<file path="src/rtl/skip_slice_sequencer.sv">
// Purpose : capture one LANES x DATA_W skip vector and stream it as SLICE-lane beats,
//           PASSES sweeps per capture, with the matching {pass, group code} depth select.
// Latency : first beat valid the cycle after capture; GROUPS*PASSES beats per frame.
// Backpr. : a beat holds (data, depth_sel, last_slice) while skip_out_ready is low;
//           a new vector is taken only in IDLE or on acceptance of the final beat.
//
// Ports:
//   clk, rst                     clock, asynchronous active-high reset
//   skip_in / _valid / _ready    full skip vector in, lane k at [k*DATA_W +: DATA_W]
//   skip_out / _valid / _ready   current slice (lanes g*SLICE .. g*SLICE+SLICE-1)
//   depth_sel                    {pass[0], code}, code = 01,10,11,00 for group 0..3
//   last_slice                   current beat is the final beat of the final pass
//   busy                         streaming a frame
//   frame_done                   one-cycle pulse after the final beat is accepted
module skip_slice_sequencer #(
  parameter int DATA_W = 16,
  parameter int LANES  = 16,
  parameter int SLICE  = 4,
  parameter int PASSES = 2
) (
  input  logic                      clk,
  input  logic                      rst,
  input  logic [LANES*DATA_W-1:0]   skip_in,
  input  logic                      skip_in_valid,
  output logic                      skip_in_ready,
  output logic [SLICE*DATA_W-1:0]   skip_out,
  output logic                      skip_out_valid,
  input  logic                      skip_out_ready,
  output logic [2:0]                depth_sel,
  output logic                      last_slice,
  output logic                      busy,
  output logic                      frame_done
);

  localparam int GROUPS = LANES / SLICE;
  localparam int GW     = (GROUPS > 1) ? $clog2(GROUPS) : 1;

  typedef enum logic {IDLE, STREAM} state_t;

  state_t                    state_q, state_d;
  logic [GW-1:0]             group_q, group_d;
  logic                      pass_q, pass_d;
  logic [LANES*DATA_W-1:0]   held_q, held_d;
  logic                      frame_done_q, frame_done_d;
  logic                      last_group;
  logic [1:0]                code;

  always_ff @(posedge clk or posedge rst) begin
    if (rst) begin
      state_q      <= IDLE;
      group_q      <= '0;
      pass_q       <= 1'b0;
      held_q       <= '0;
      frame_done_q <= 1'b0;
    end else begin
      state_q      <= state_d;
      group_q      <= group_d;
      pass_q       <= pass_d;
      held_q       <= held_d;
      frame_done_q <= frame_done_d;
    end
  end

  assign last_group = (group_q == GW'(GROUPS - 1));
  // Group code rotates 01,10,11,00 so group 0 never drives the mux's 00 input.
  assign code       = last_group ? 2'b00 : 2'(group_q + GW'(1));

  assign busy           = (state_q == STREAM);
  assign skip_out_valid = busy;
  assign skip_out       = held_q[int'(group_q)*SLICE*DATA_W +: SLICE*DATA_W];
  assign depth_sel      = {pass_q, code};
  assign last_slice     = busy && last_group && (pass_q == 1'(PASSES - 1));
  assign frame_done     = frame_done_q;
  // Ready only depends on registered state and the downstream ready, never on skip_in_valid.
  assign skip_in_ready  = (state_q == IDLE) || (last_slice && skip_out_ready);

  always_comb begin
    state_d      = state_q;
    group_d      = group_q;
    pass_d       = pass_q;
    held_d       = held_q;
    frame_done_d = 1'b0;
    case (state_q)
      IDLE: begin
        if (skip_in_valid) begin
          held_d  = skip_in;
          group_d = '0;
          pass_d  = 1'b0;
          state_d = STREAM;
        end
      end
      STREAM: begin
        if (skip_out_ready) begin
          if (last_slice) begin
            frame_done_d = 1'b1;
            group_d      = '0;
            pass_d       = 1'b0;
            // Back-to-back: take the next vector on the same edge, no idle bubble.
            if (skip_in_valid) held_d = skip_in;
            else               state_d = IDLE;
          end else if (last_group) begin
            // Only reachable when PASSES==2, so pass simply flips 0 -> 1.
            group_d = '0;
            pass_d  = ~pass_q;
          end else begin
            group_d = group_q + GW'(1);
          end
        end
      end
      default: state_d = IDLE;
    endcase
  end

endmodule
</file>
<file path="config.mk">
export PLATFORM = sky130hd
export DESIGN_NAME = skip_slice_sequencer
export DESIGN_NICKNAME = d
export VERILOG_FILES = /design/src/rtl/skip_slice_sequencer.sv
export SDC_FILE = /design/constraint.sdc
export NUM_CORES = 1
export LEC_CHECK = 0
export ABC_AREA = 1
export BUFFER_PORTS_ARGS = -buffer_cell sky130_fd_sc_hd__buf_2
export CAP_MARGIN = 20
export CORE_ASPECT_RATIO = 0.6
export CORE_MARGIN = 4
export CORE_UTILIZATION = 55
export DETAILED_ROUTE_END_ITERATION = 16
export PLACE_DENSITY = 0.83
export SETUP_SLACK_MARGIN = 0.3
export SYNTH_ARGS = -nofsm -noshare
export SYNTH_HDL_FRONTEND = slang
export SYNTH_SLANG_ARGS = --single-unit
</file>
<file path="constraint.sdc">
create_clock -name clk -period 22.9 [get_ports clk]
set_clock_uncertainty 0.15 [all_clocks]
set_input_delay 4.58 -clock clk [delete_from_list [all_inputs] [get_ports clk]]
set_output_delay 4.58 -clock clk [all_outputs]
set_load 0.01 [all_outputs]
</file>
==> results of run 1 <==
==> cell type report <==
type                    instances  area share [%]
flip-flops and latches        261            44.3
clock buffers                  29            4.48
inverters                      11           0.348
diodes                          1          0.0170
well taps                     286            2.43
multi-input cells            1106            35.0
repair buffers                344            12.0
clock inverters                16            1.32
==> cell usage in the layout, fill, tap and decap left out, types with 2 or more instances in the layout <==
cell,count
clkinvlp_4,4
buf_4,12
buf_2,330
clkbuf_16,25
nand2_4,2
nand2_1,521
clkbuf_8,3
o21ai_0,129
nand4_1,256
inv_1,8
clkinv_2,7
nor2_1,129
o22ai_1,65
bufinv_16,4
clkbuf_1,2
dfrtp_1,259
==> cells by family (layout without fill, tap and decap cells) <==
kind of cell    Yosys count  in the layout  share of synthesized area [%]
simple gates            910            910                           32.8
flops                   261            261                           52.7
compound gates          195            195                           8.56
buf+inv                 168            400                           5.77
fa+ha+maj                 1              1                          0.101
other cells               0              1                              0
==> worst register-to-register path, delay by kind of cell, from the launching register on <==
kind                       cells  cell delay (ps)
adders and majority gates      1              420
DFF                            1              660
buffers and inverters          2             1620
and+or+nand+nor                4             1410
==> power groups by stage <==
stage,Sequential (mW),Clock (mW),Combinational [mW]
after floorplan,0.793,0,0.625
after global placement,0.826,0,0.876
after detailed placement,0.835,0,0.900
after CTS,0.833,0.438,0.905
after global routing,0.864,0.459,1.02
final,0.835,0.434,0.908
==> metal layers <==
| layer | vias up | GRT usage [%] | part of all wire, % |
|---|---|---|---|
| li1 | 5705 | - | - |
| met5 | - | 0 | 0.096 |
| met3 | 81 | 6.41 | 10 |
| met2 | 665 | 43.3 | 44 |
| met1 | 5885 | 45.0 | 43 |
| met4 | 8 | 7.55 | 2.6 |
==> flip-flops by register name (all words and copies together) (netlist names) <==
name and count:
held_q 256, frame_done 1, pass_q 1, busy 1
group_q 2
==> how the worst min path moves through the flow <==
stage,slack (ps),to,cells after the start
after floorplan,290,held_q[100],2
after global placement,300,held_q[117],2
after detailed placement,300,held_q[137],2
after CTS,320,held_q[118],2
after global routing,330,held_q[156],2
final,320,held_q[118],2
==> results.cfg, run 1 <==
[power]
p_sw_uw = 915
power_frac_seq_pct = 38.3
power_density_nw_per_um2 = 148
p_total_mw = 2.18
clkPwrFrac_pct = 19.9
intPower_mw = 1.26
p_leak_nw = 7.78
vdd_ir_drop_max_mv = 0.0847
switching_share_pct = 42.0
pwr-share-comb_pct = 41.7

[floorplanning]
die_y_um = 124
start_util_pct = 56.1
io_pins = 332
core-area_um2 = 22100
die_area_um2 = 25100
rows = 42
die_x_um = 202

[synthesis]
ys_ff_latch = 261
yosys.area.top_type = dfrtp_1
ys_seq_area_share_pct = 52.7
synth_common_cells = nand2_1, dfrtp_1, nand4_1
syn_nets = 1796
synth_edf_count = 0
yosysMostFrequentCell = nand2_1
syn_avg_cell_area_um2 = 8.07
ys_types = 15
async_flop_share_pct = 100
yosys_warnings = 0
synth_top_area_share_pct = 52.7
synth_ff_type = dfrtp_1
synthTopCellsByArea = dfrtp_1, nand2_1, nand4_1
syn_area_um2 = 12400
synthCells = 1535

[timing]
slew_viol_final = 0
setup_tns_ps = 0
worst_pin_slew_ps = 1160
period_minus_slack_ps = 9930
fin_ws_ps = 12970
rsz0062_at_grt = false
slew_headroom_pct = 22.3
timing.fmax_mhz = 101
hold_viol = 0
finalCritPeriodShare_pct = 43.4
holdWs_ps = 316
setup_viol = 0

[layout]
final_layout_size_suffix_gt1_share_pct = 22.4
design_area_um2 = 14700
fillers = 1825
regArea_um2 = 6540
multi_input_area_um2 = 5160
synthToLayoutAreaGrowth_pct = 19.1
stdcell_count = 2054
final_util_pct = 66.8
fin_nets = 2010

[grt]
grt_pass1_vias = 11800
antenna_found_initial = 5
grt.total_usage_pct = 29.5
gr-total-overflow = 0
grt_pass1_wl_um = 61800
grt_max_degree = 257

[worst_setup_path]
end_kind = output port
timing.rr.end = held_q[43]
crit_type = in -> out
crit_fanout = 2
worstSetupStartpointType = input port
critPathCapture = skip_in_ready
worst_r2r_path_depth = 7
crit_arrival_ps = 5200
slowest_stage = buf_2
cp_data_required_time_ps = 18170
crit_start = skip_out_ready
r2r_slack_ps = 18560
regToRegStartpoint = group_q[0]
path_cells = buf_2 > inv_1 > nor2_1 > inv_1 > nand2_1 > buf_2
crit_family = buffers and inverters
path_depth = 6
max_stage_delay_ps = 160
path_buf_inv = 4

[flow_run]
maxCapViolCount = 0

[run_status]
status = finished, final reports clean

[placement]
dp_hpwl_um = 24000
dp_cells = 2008
portBuffers = 331
placed_area_um2 = 13900
place_ws_ps = 12960
routabilityCongestion = 0.851

[detailed_routing]
vias = 12300
drtIter0Drc = 1347
ant_nets = 0
routedWlPerCell_um = 18.8
drtPass1Iterations = 5
drt_wl_total_um = 38500
drc = 0
viasPerCell = 6.01

[clock_tree]
cts_setup_buffers = 0
insertion_delay_ps = 520
path_clk_slew_ps = 60
cts_buffer_depth = 3
cts-hold-fix-buffers = 0
h-tree-depth = 1
cts_resized = 0
clock-root-buffer = clkbuf_16
cts_buffers = 25
cts.sinks = 261
cts_tree = yes

[hold_path]
hp-class = reg -> reg
hold_start = held_q[118]
(Power assumes the default switching activity.)
==> run 2, diff against run 1 <==
--- a/config.mk
+++ b/config.mk
@@ -10,9 +10,9 @@
 export CAP_MARGIN = 20
 export CORE_ASPECT_RATIO = 0.6
 export CORE_MARGIN = 4
-export CORE_UTILIZATION = 55
+export CORE_UTILIZATION = 53
 export DETAILED_ROUTE_END_ITERATION = 16
-export PLACE_DENSITY = 0.83
+export PLACE_DENSITY = 0.8
 export SETUP_SLACK_MARGIN = 0.3
 export SYNTH_ARGS = -nofsm -noshare
 export SYNTH_HDL_FRONTEND = slang
==> constraint.sdc (replaced) <==
create_clock -name clk -period 9.99 [get_ports clk]
set_clock_uncertainty 0.15 [all_clocks]
set_input_delay 1.998 -clock clk [delete_from_list [all_inputs] [get_ports clk]]
set_output_delay 1.998 -clock clk [all_outputs]
set_load 0.01 [all_outputs]
==> run 2 against run 1 <==
  * Non-clock buffer count up 1
  * First-iteration DRC count up 1.0%
  * Flip-flop and latch count did not move
  * Cell count grew 1.3%
  * Register-to-register slack got worse by 13000 ps
  * Utilization down 0.92 points
  * Wire length rose by 3.1%
  * Total power rose by 130%
==> results.cfg, run 2 (synthesis gave the netlist of run 1 again) <==
[worst_setup_path]
end_kind = output port
cp_data_required_time_ps = 7840
worstSetupStartpointType = register
path_cells = inv_4 > buf_4 > o21ai_0 > o22ai_1 > buf_2
regToRegStartpoint = group_q[0]
r2r_slack_ps = 5330
crit_type = reg -> out
crit_family = buffers and inverters
slowest_stage = buf_4
crit_arrival_ps = 3270
crit_fanout = 81
max_stage_delay_ps = 760
crit_start = group_q[0]
worst_r2r_path_depth = 8
timing.rr.end = held_q[225]
path_buf_inv = 3

[clock_tree]
cts_buffers = 25
cts-hold-fix-buffers = 0
path_clk_slew_ps = 60
h-tree-depth = 1
cts_resized = 0
cts.sinks = 261
cts_tree = yes
insertion_delay_ps = 530
cts_setup_buffers = 0
clock-root-buffer = clkbuf_16
cts_buffer_depth = 3

[layout]
synthToLayoutAreaGrowth_pct = 19.7
final_layout_size_suffix_gt1_share_pct = 22.5
final_common_cell = nand2_1
largest_reg_flops = 256
top_register = held_q
design_area_um2 = 14800
fin_nets = 2011
final_cell_mix = nand2_1, buf_2, dfrtp_1
reg_top3 = held_q x256, group_q x2
stdcell_count = 2080

[placement]
place_ws_ps = 5160
placed_area_um2 = 13900
routabilityCongestion = 0.847
dp_cells = 2031
dp_hpwl_um = 24800
portBuffers = 331

[hold_path]
min_path_cells = 2
hp-class = reg -> reg
holdPathEnd = held_q[101]
hold_start = held_q[101]

[grt]
antenna_found_initial = 9
grt_pass1_wl_um = 62500
gr-total-overflow = 0
grt.total_usage_pct = 29.5
grt_pass1_vias = 11700
grt_max_degree = 132

[floorplanning]
die_area_um2 = 26000
start_util_pct = 55.1
die_y_um = 126
die_x_um = 205
rows = 42
core-area_um2 = 22500
io_pins = 332

[power]
p_sw_mw = 2.11
p_leak_nw = 7.82
intPower_mw = 2.92
vdd_ir_drop_max_mv = 0.171
pwr-share-comb_pct = 41.3
clkPwrFrac_pct = 20.4
switching_share_pct = 41.9
power_density_nw_per_um2 = 339
power_frac_seq_pct = 38.3

[timing]
setup_tns_ps = 0
worst_pin_slew_ps = 1110
finalCritPeriodShare_pct = 54.3
hold_viol = 0
slew_viol_final = 0
timing.fmax_mhz = 184
period_minus_slack_ps = 5420
rsz0062_at_grt = false
slew_headroom_pct = 26.2
setup_viol = 0
fin_ws_ps = 4570

[detailed_routing]
ant_nets = 0
vias = 12400
drc = 0
viasPerCell = 5.96
routedWlPerCell_um = 19.1
drt_wl_total_um = 39700
drtIter0Drc = 1361
drtPass1Iterations = 5

[run_status]
status = finished, final reports clean

[flow_run]
maxCapViolCount = 0
run 2: cell types whose count changed in the layout (fill, tap and decap cells not counted):
cell / delta
buf_4: +1
clkinvlp_4: -4
clkbuf_8: +4
inv_6: +1
diode_2: +2
run 2: stage by stage:
stage / total power, mW / hold WS [ps] / utilization (%)
2_1_floorplan: 3.25 / 287 / -
3_3_place_gp: 3.92 / 298 / 61.9
3_5_place_dp: 3.98 / 303 / 61.9
4_1_cts: 5.03 / 319 / 65.8
5_1_grt: 5.40 / 336 / 65.9
6_report: 5.03 / 316 / 65.9
run 2: final cells by class:
type	count	area [µm²]
Clock buffer	33	716
Clock inverter	13	173
Inverter	11	51.3
Timing Repair Buffer	345	1780
Tap cell	308	385
Antenna cell	3	7.51
Sequential cell	261	6540
Multi-Input combinational cell	1106	5160
Fill cell	1944	7680
run 2: routing by layer:
layer	track usage, %	part of all wire, %	up-vias
met5	0	0.22	-
met4	6.10	1.9	12
met3	8.32	10	68
met2	43.2	44	628
met1	44.3	44	5990
li1	-	-	5705
run 2: worst min-delay path: stages, from the launching register on:
cell	delay, ps
dfrtp_1	340
nand2_1	50
nand2_1	40
run 2: power by group through the flow:
stage / clock network, mW / logic (mW) / registers, mW
after global routing: 1.08 / 2.32 / 2.00
after CTS: 1.04 / 2.07 / 1.92
after global placement: 0 / 2.01 / 1.91
final: 1.03 / 2.08 / 1.93
after floorplan: 0 / 1.43 / 1.82
after detailed placement: 0 / 2.06 / 1.93
run 2: worst max-delay path by stage:
| stage | to | slack, ps | cells past startpoint |
|---|---|---|---|
| 2_1_floorplan | busy | 660 | 1 |
| 3_3_place_gp | skip_out[26] | 5160 | 5 |
| 3_5_place_dp | skip_out[26] | 5160 | 5 |
| 4_1_cts | skip_out[26] | 4600 | 5 |
| 5_1_grt | skip_out[26] | 4390 | 5 |
| 6_report | skip_out[26] | 4570 | 5 |
